## src/rtl/pipe_ctrl.sv

```systemverilog
`default_nettype none
// ============================================================================
// Module   : pipe_ctrl
// Purpose  : Central sequencer for the 3-stage core (pc_reg -> if_id -> id_ex
//            -> ex). Arbitrates stall and jump requests, drives per-stage
//            hold/bubble flags and the redirect to pc_reg, defers a jump that
//            arrives during a stall, stretches jump flushes over fetch latency
//            and keeps stall statistics plus a sticky stall watchdog.
// Ports    : clk, rst_n           clock, synchronous active-low reset
//            jump_flag_i/addr_i   EX redirect request (single-cycle pulse)
//            ex/bus/id_stall_i    stall requests (levels)
//            timeout_clr_i        clears stall_timeout_o
//            jump_flag_o/addr_o   redirect strobe and target to pc_reg
//            hold_pc/if/id_o      freeze PC / bubble if_id / bubble id_ex
//            stall_timeout_o      sticky watchdog flag
//            stall_cycles_o       free-running count of PC-frozen cycles
// Revision : 1.0 - initial release
// ============================================================================
module pipe_ctrl #(
  parameter int FLUSH_CYCLES  = 1,
  parameter int STALL_TIMEOUT = 255,
  parameter int ADDR_W        = 32
) (
  input  logic              clk,
  input  logic              rst_n,
  input  logic              jump_flag_i,
  input  logic [ADDR_W-1:0] jump_addr_i,
  input  logic              ex_stall_i,
  input  logic              bus_stall_i,
  input  logic              id_stall_i,
  input  logic              timeout_clr_i,
  output logic              jump_flag_o,
  output logic [ADDR_W-1:0] jump_addr_o,
  output logic              hold_pc_o,
  output logic              hold_if_o,
  output logic              hold_id_o,
  output logic              stall_timeout_o,
  output logic [31:0]       stall_cycles_o
);

  typedef enum logic [1:0] {
    ST_RUN   = 2'd0,
    ST_STALL = 2'd1,
    ST_FLUSH = 2'd2
  } state_e;

  // The issuing cycle is itself the first flush cycle, so FLUSH covers the rest.
  localparam logic [2:0]  C_FLUSH_LOAD  = 3'(FLUSH_CYCLES - 1);
  localparam logic [15:0] C_TIMEOUT_VAL = 16'(STALL_TIMEOUT);

  state_e              state_q, state_d;
  logic                pend_valid_q, pend_valid_d;
  logic [ADDR_W-1:0]   pend_addr_q, pend_addr_d;
  logic [2:0]          flush_cnt_q, flush_cnt_d;
  logic [15:0]         consec_q, consec_d;
  logic                timeout_q, timeout_d;
  logic [31:0]         stall_cycles_q, stall_cycles_d;

  logic                w_big_stall;
  logic                w_issue;
  logic [ADDR_W-1:0]   w_issue_addr;
  logic                w_hold_pc;
  logic                w_hold_if;
  logic                w_hold_id;

  assign w_big_stall = ex_stall_i | bus_stall_i;

  // --------------------------------------------------------------------------
  // Next-state and output logic. RUN and the cycle a stall drops share the
  // same decision tree, so a stall release re-evaluates jump/ID inputs at once.
  // --------------------------------------------------------------------------
  always_comb begin
    state_d      = state_q;
    pend_valid_d = pend_valid_q;
    pend_addr_d  = pend_addr_q;
    flush_cnt_d  = flush_cnt_q;
    w_issue      = 1'b0;
    w_issue_addr = '0;
    w_hold_pc    = 1'b0;
    w_hold_if    = 1'b0;
    w_hold_id    = 1'b0;

    if (w_big_stall) begin
      // Whole pipe frozen; any remaining flush is moot. A jump seen now is
      // parked and the newest one wins.
      w_hold_pc   = 1'b1;
      w_hold_if   = 1'b1;
      w_hold_id   = 1'b1;
      flush_cnt_d = '0;
      state_d     = ST_STALL;
      if (jump_flag_i) begin
        pend_valid_d = 1'b1;
        pend_addr_d  = jump_addr_i;
      end
    end else if (pend_valid_q) begin
      // Deferred jump goes first; a simultaneous new jump is parked behind it.
      w_issue      = 1'b1;
      w_issue_addr = pend_addr_q;
      pend_valid_d = jump_flag_i;
      if (jump_flag_i) begin
        pend_addr_d = jump_addr_i;
      end
    end else if (jump_flag_i) begin
      w_issue      = 1'b1;
      w_issue_addr = jump_addr_i;
    end else if (state_q == ST_FLUSH) begin
      // id_stall_i deliberately ignored: the bubbled ID slot holds no hazard.
      w_hold_if   = 1'b1;
      w_hold_id   = 1'b1;
      flush_cnt_d = flush_cnt_q - 3'd1;
      if (flush_cnt_q <= 3'd1) begin
        state_d = ST_RUN;
      end
    end else begin
      state_d = ST_RUN;
      if (id_stall_i) begin
        w_hold_pc = 1'b1;
        w_hold_if = 1'b1;
      end
    end

    if (w_issue) begin
      w_hold_if = 1'b1;
      w_hold_id = 1'b1;
      if (FLUSH_CYCLES > 1) begin
        flush_cnt_d = C_FLUSH_LOAD;
        state_d     = ST_FLUSH;
      end else begin
        flush_cnt_d = '0;
        state_d     = ST_RUN;
      end
    end
  end

  // Outputs forced quiet while reset is held so the pipe sees no stray strobe.
  assign jump_flag_o = rst_n & w_issue;
  assign jump_addr_o = (rst_n & w_issue) ? w_issue_addr : '0;
  assign hold_pc_o   = rst_n & w_hold_pc;
  assign hold_if_o   = rst_n & w_hold_if;
  assign hold_id_o   = rst_n & w_hold_id;

  // --------------------------------------------------------------------------
  // Statistics and watchdog
  // --------------------------------------------------------------------------
  always_comb begin
    consec_d = '0;
    if (w_big_stall) begin
      consec_d = (consec_q == C_TIMEOUT_VAL) ? consec_q : consec_q + 16'd1;
    end
    // Setting has priority over clearing, so a stall still at the limit
    // keeps the flag asserted.
    if (consec_d == C_TIMEOUT_VAL) begin
      timeout_d = 1'b1;
    end else if (timeout_clr_i) begin
      timeout_d = 1'b0;
    end else begin
      timeout_d = timeout_q;
    end
    stall_cycles_d = stall_cycles_q + {31'd0, hold_pc_o};
  end

  assign stall_timeout_o = timeout_q;
  assign stall_cycles_o  = stall_cycles_q;

  always_ff @(posedge clk) begin
    if (!rst_n) begin
      state_q        <= ST_RUN;
      pend_valid_q   <= 1'b0;
      pend_addr_q    <= '0;
      flush_cnt_q    <= '0;
      consec_q       <= '0;
      timeout_q      <= 1'b0;
      stall_cycles_q <= '0;
    end else begin
      state_q        <= state_d;
      pend_valid_q   <= pend_valid_d;
      pend_addr_q    <= pend_addr_d;
      flush_cnt_q    <= flush_cnt_d;
      consec_q       <= consec_d;
      timeout_q      <= timeout_d;
      stall_cycles_q <= stall_cycles_d;
    end
  end

endmodule
`default_nettype wire

```

## config.mk

```make
export PLATFORM = sky130hd
export DESIGN_NAME = pipe_ctrl
export DESIGN_NICKNAME = d
export VERILOG_FILES = /design/src/rtl/pipe_ctrl.sv
export SDC_FILE = /design/constraint.sdc
export NUM_CORES = 1
export LEC_CHECK = 0
export ABC_AREA = 1
export CORE_ASPECT_RATIO = 0.6
export CORE_UTILIZATION = 46
export CTS_BUF_LIST = sky130_fd_sc_hd__clkbuf_2 sky130_fd_sc_hd__clkbuf_4 sky130_fd_sc_hd__clkbuf_8
export DETAILED_ROUTE_END_ITERATION = 10
export HOLD_SLACK_MARGIN = 0.1
export PLACE_DENSITY = 0.83
export SLEW_MARGIN = 30
export SYNTH_ARGS = -nofsm -noshare
export SYNTH_HDL_FRONTEND = slang
export SYNTH_SLANG_ARGS = --single-unit
```

## constraint.sdc

```tcl
create_clock -name clk -period 2.55 [get_ports clk]
set_input_delay 0.6375 -clock clk [delete_from_list [all_inputs] [get_ports clk]]
set_output_delay 0.6375 -clock clk [all_outputs]
set_load 0.03 [all_outputs]
```

==> results of run 1 <==
registers in the layout, indices dropped and copies added (netlist names):
signal,count
pend_valid_q,1
stall_cycles_o,32
consec_q,16
stall_timeout_o,1
pend_addr_q,32
path summary, 6_finish.rpt:
kind	startpoint	to	slack (ps)	cells past startpoint
worst max-delay path	bus_stall_i	jump_addr_o[12]	60	9
worst min-delay path	pend_addr_q[26]	pend_addr_q[26]	470	2
worst max register to register	pend_valid_q	stall_cycles_o[22]	410	15
worst min register to register	pend_addr_q[26]	pend_addr_q[26]	470	2
stage by stage:
stage                     setup TNS [ps]  cells
after floorplan                    -1270    656
after global placement            -18280    897
after detailed placement          -20680    897
after CTS                              0    921
after global routing                   0    921
final                                  0    921
power groups by stage:
stage	sequential [mW]	combinational, mW	clock [mW]
final	1.35	0.429	0.933
after global routing	1.36	0.464	1.00
after CTS	1.35	0.421	0.940
after detailed placement	1.38	0.397	0
after global placement	1.38	0.386	0
after floorplan	1.38	0.238	0
placed cells by master, fill, tap and decap left out, types with 12 or more instances in the layout:
| cell | instances |
|---|---|
| a21oi_1 | 34 |
| a21oi_4 | 31 |
| buf_4 | 52 |
| buf_6 | 22 |
| clkbuf_8 | 12 |
| clkdlybuf4s50_1 | 67 |
| dfxtp_1 | 82 |
| inv_1 | 53 |
| nand2_1 | 145 |
| nand3_1 | 54 |
| nand4_1 | 12 |
| nor2_1 | 102 |
| nor3_1 | 18 |
| o21ai_0 | 27 |
layer usage:
metal | part of all wire, % | wire [um] | up-vias
met5 | 0 | 0 | -
met4 | 1.8 | 244 | 0
met3 | 8.5 | 1150 | 35
met2 | 46 | 6170 | 241
met1 | 44 | 5940 | 2254
li1 | - | - | 2401
worst max-delay path: stages:
cell	delay [ps]
clkbuf_2	100
nor2_4	150
inv_2	70
nor3_4	240
inv_4	80
buf_4	150
buf_12	140
a21oi_4	110
buf_4	180
cells by family after synthesis:
| group | Yosys count |
|---|---|
| compound gates | 103 |
| xor+xnor | 6 |
| fa+ha+maj | 3 |
| buf+inv | 88 |
| flops | 82 |
| simple gates | 374 |
repair_timing:
item | in CTS | in global routing
pin swaps | 2 | 6
setup endpoints to repair | 44 | 27
buffers inserted | 5 | 0
cloned | 4 | 0
hold endpoints to repair | 0 | 0
gates resized for setup | 35 | 7
area by class of cell:
type	instances	area (um2)	area share (%)
Multi-Input combinational cell	486	2780	42.7
Sequential cell	82	1640	25.2
Timing Repair Buffer	152	1510	23.2
Inverter	59	225	3.46
Clock buffer	13	173	2.65
Tap cell	126	158	2.42
Clock inverter	3	21.3	0.327
==> summary.txt, run 1 <==
ranking of synthesized cells by area = dfxtp_1 38%, nand2_1 13%, nor2_1 9.2%, a21oi_1 7.5%, nand3_1 6.4%
Antenna Cells = 0
Slew @ Worst Pin = 417 ps
Post-synth EDFFs = 0
Yosys top cell area share = 38.0%
biggest area consumer among synthesized cells = dfxtp_1
startpoint types = input port
Synth Instances = 656
via count = 4931
main flop type after synthesis = dfxtp_1
Synth Area in Compound Gates = 12.5%
Row Count = 26
max-cap violations = 0
Leak = 2.51 nW
Area growth, synth to finish = 50.7%
grt met1 use = 37.6%
H-tree depth = 3
antenna violations before repair = 0
Final period util = 97.8%
Max Buffers Root-to-Sink = 2
VDD IR-drop max = 412 uV
setup slack after layout = 55.1 ps
adder-cell share of the synthesized area = 0.869%
clock transition at the registers of the reported paths = 80 ps
post-route ant nets = 0
Worst Path Class, Setup = input port to output port
main combinational cell family by area after synthesis = simple AND/OR/NAND/NOR gates
number of fill cells in the layout = 676
Global Route met3 Usage = 6.07%
Mapped Nets = 698
PwrDens = 417 nW/um2
fin area = 6510 um2
GR peak layer = met2
M2 GR Usage = 44.3%
Mean Syn Cell Area = 6.58 um2
Clock Latency Late Sink = 360 ps
post-place setup slack = -531 ps
total net switching power = 765 uW
first-pass GRT wire length = 21.9 mm
Ports = 108
number of global-route vias before repair = 4544
setup repair after global routing missed its margin = false
Internal = 1.95 mW
DR iter-0 viols = 510
core area = 8820 um2
worst path arrival time = 1860 ps
CTS tree = done
synth unique cells = 36
Worst Skew = 9.45 ps
HP Class = register to register
Max Slew Vio Count = 0
Vias/cell = 5.35
Root Buffer = clkbuf_8
DRT Pass-1 Iters = 5
gpl congestion = 0.919
Die W = 127 um
GRT Overall Usage = 27.8%
Die Y = 77.0 um
total routed wirelength = 13.5 mm
hold slack = 470 ps
WL/cell = 14.7 um
worst relative slew slack = 72.0%
starting density of the core = 49.0%
setup violators final = 0
Die ar. = 9790 um2
Port-buffer cells = 107
final hold viol count = 0
Total Power = 2.72 mW
Num CTS Buffers = 9
number of remaining DRC errors = 0
Clk pwr share = 34.4%
hold buffer count at CTS = 0
FFs w/ async S/R, synth = 0%
fin util = 73.8%
achievable frequency = 401 MHz
number of clock sinks = 82
Cell Area, Placed = 6070 um2
cell area after synthesis = 4320 um2
CP endpoint kind = output port
sequential area share after synthesis = 38.0%
Synth Area in Simple Gates = 39.7%
mux cell area share after synthesis = 0%
YS warnings = 0
DP HPWL = 9.52 mm
largest net degree at the start of global routing = 36
Period minus WS final = 2490 ps
count leader, synth = nand2_1
critical path peak fanout = 5
Flop pwr share = 49.8%
Seq cells post-synth = 82
layout cells sized above 1 = 22.1%
most common library cells after synthesis = 149 x nand2_1, 106 x nor2_1, 82 x dfxtp_1
# nets final = 832
status = completed
combinational share of power = 15.8%
CP required = 1910 ps
switch share = 28.2%
grt ovf = 0
post-synthesis xor/xnor area fraction = 1.22%
(Power assumes the default switching activity.)
==> run 2: changes to the inputs <==
- GPL_ROUTABILITY_DRIVEN: not set -> 0
==> results of run 2 <==
The final DEF is identical to that of run 1; final timing and power are the same.
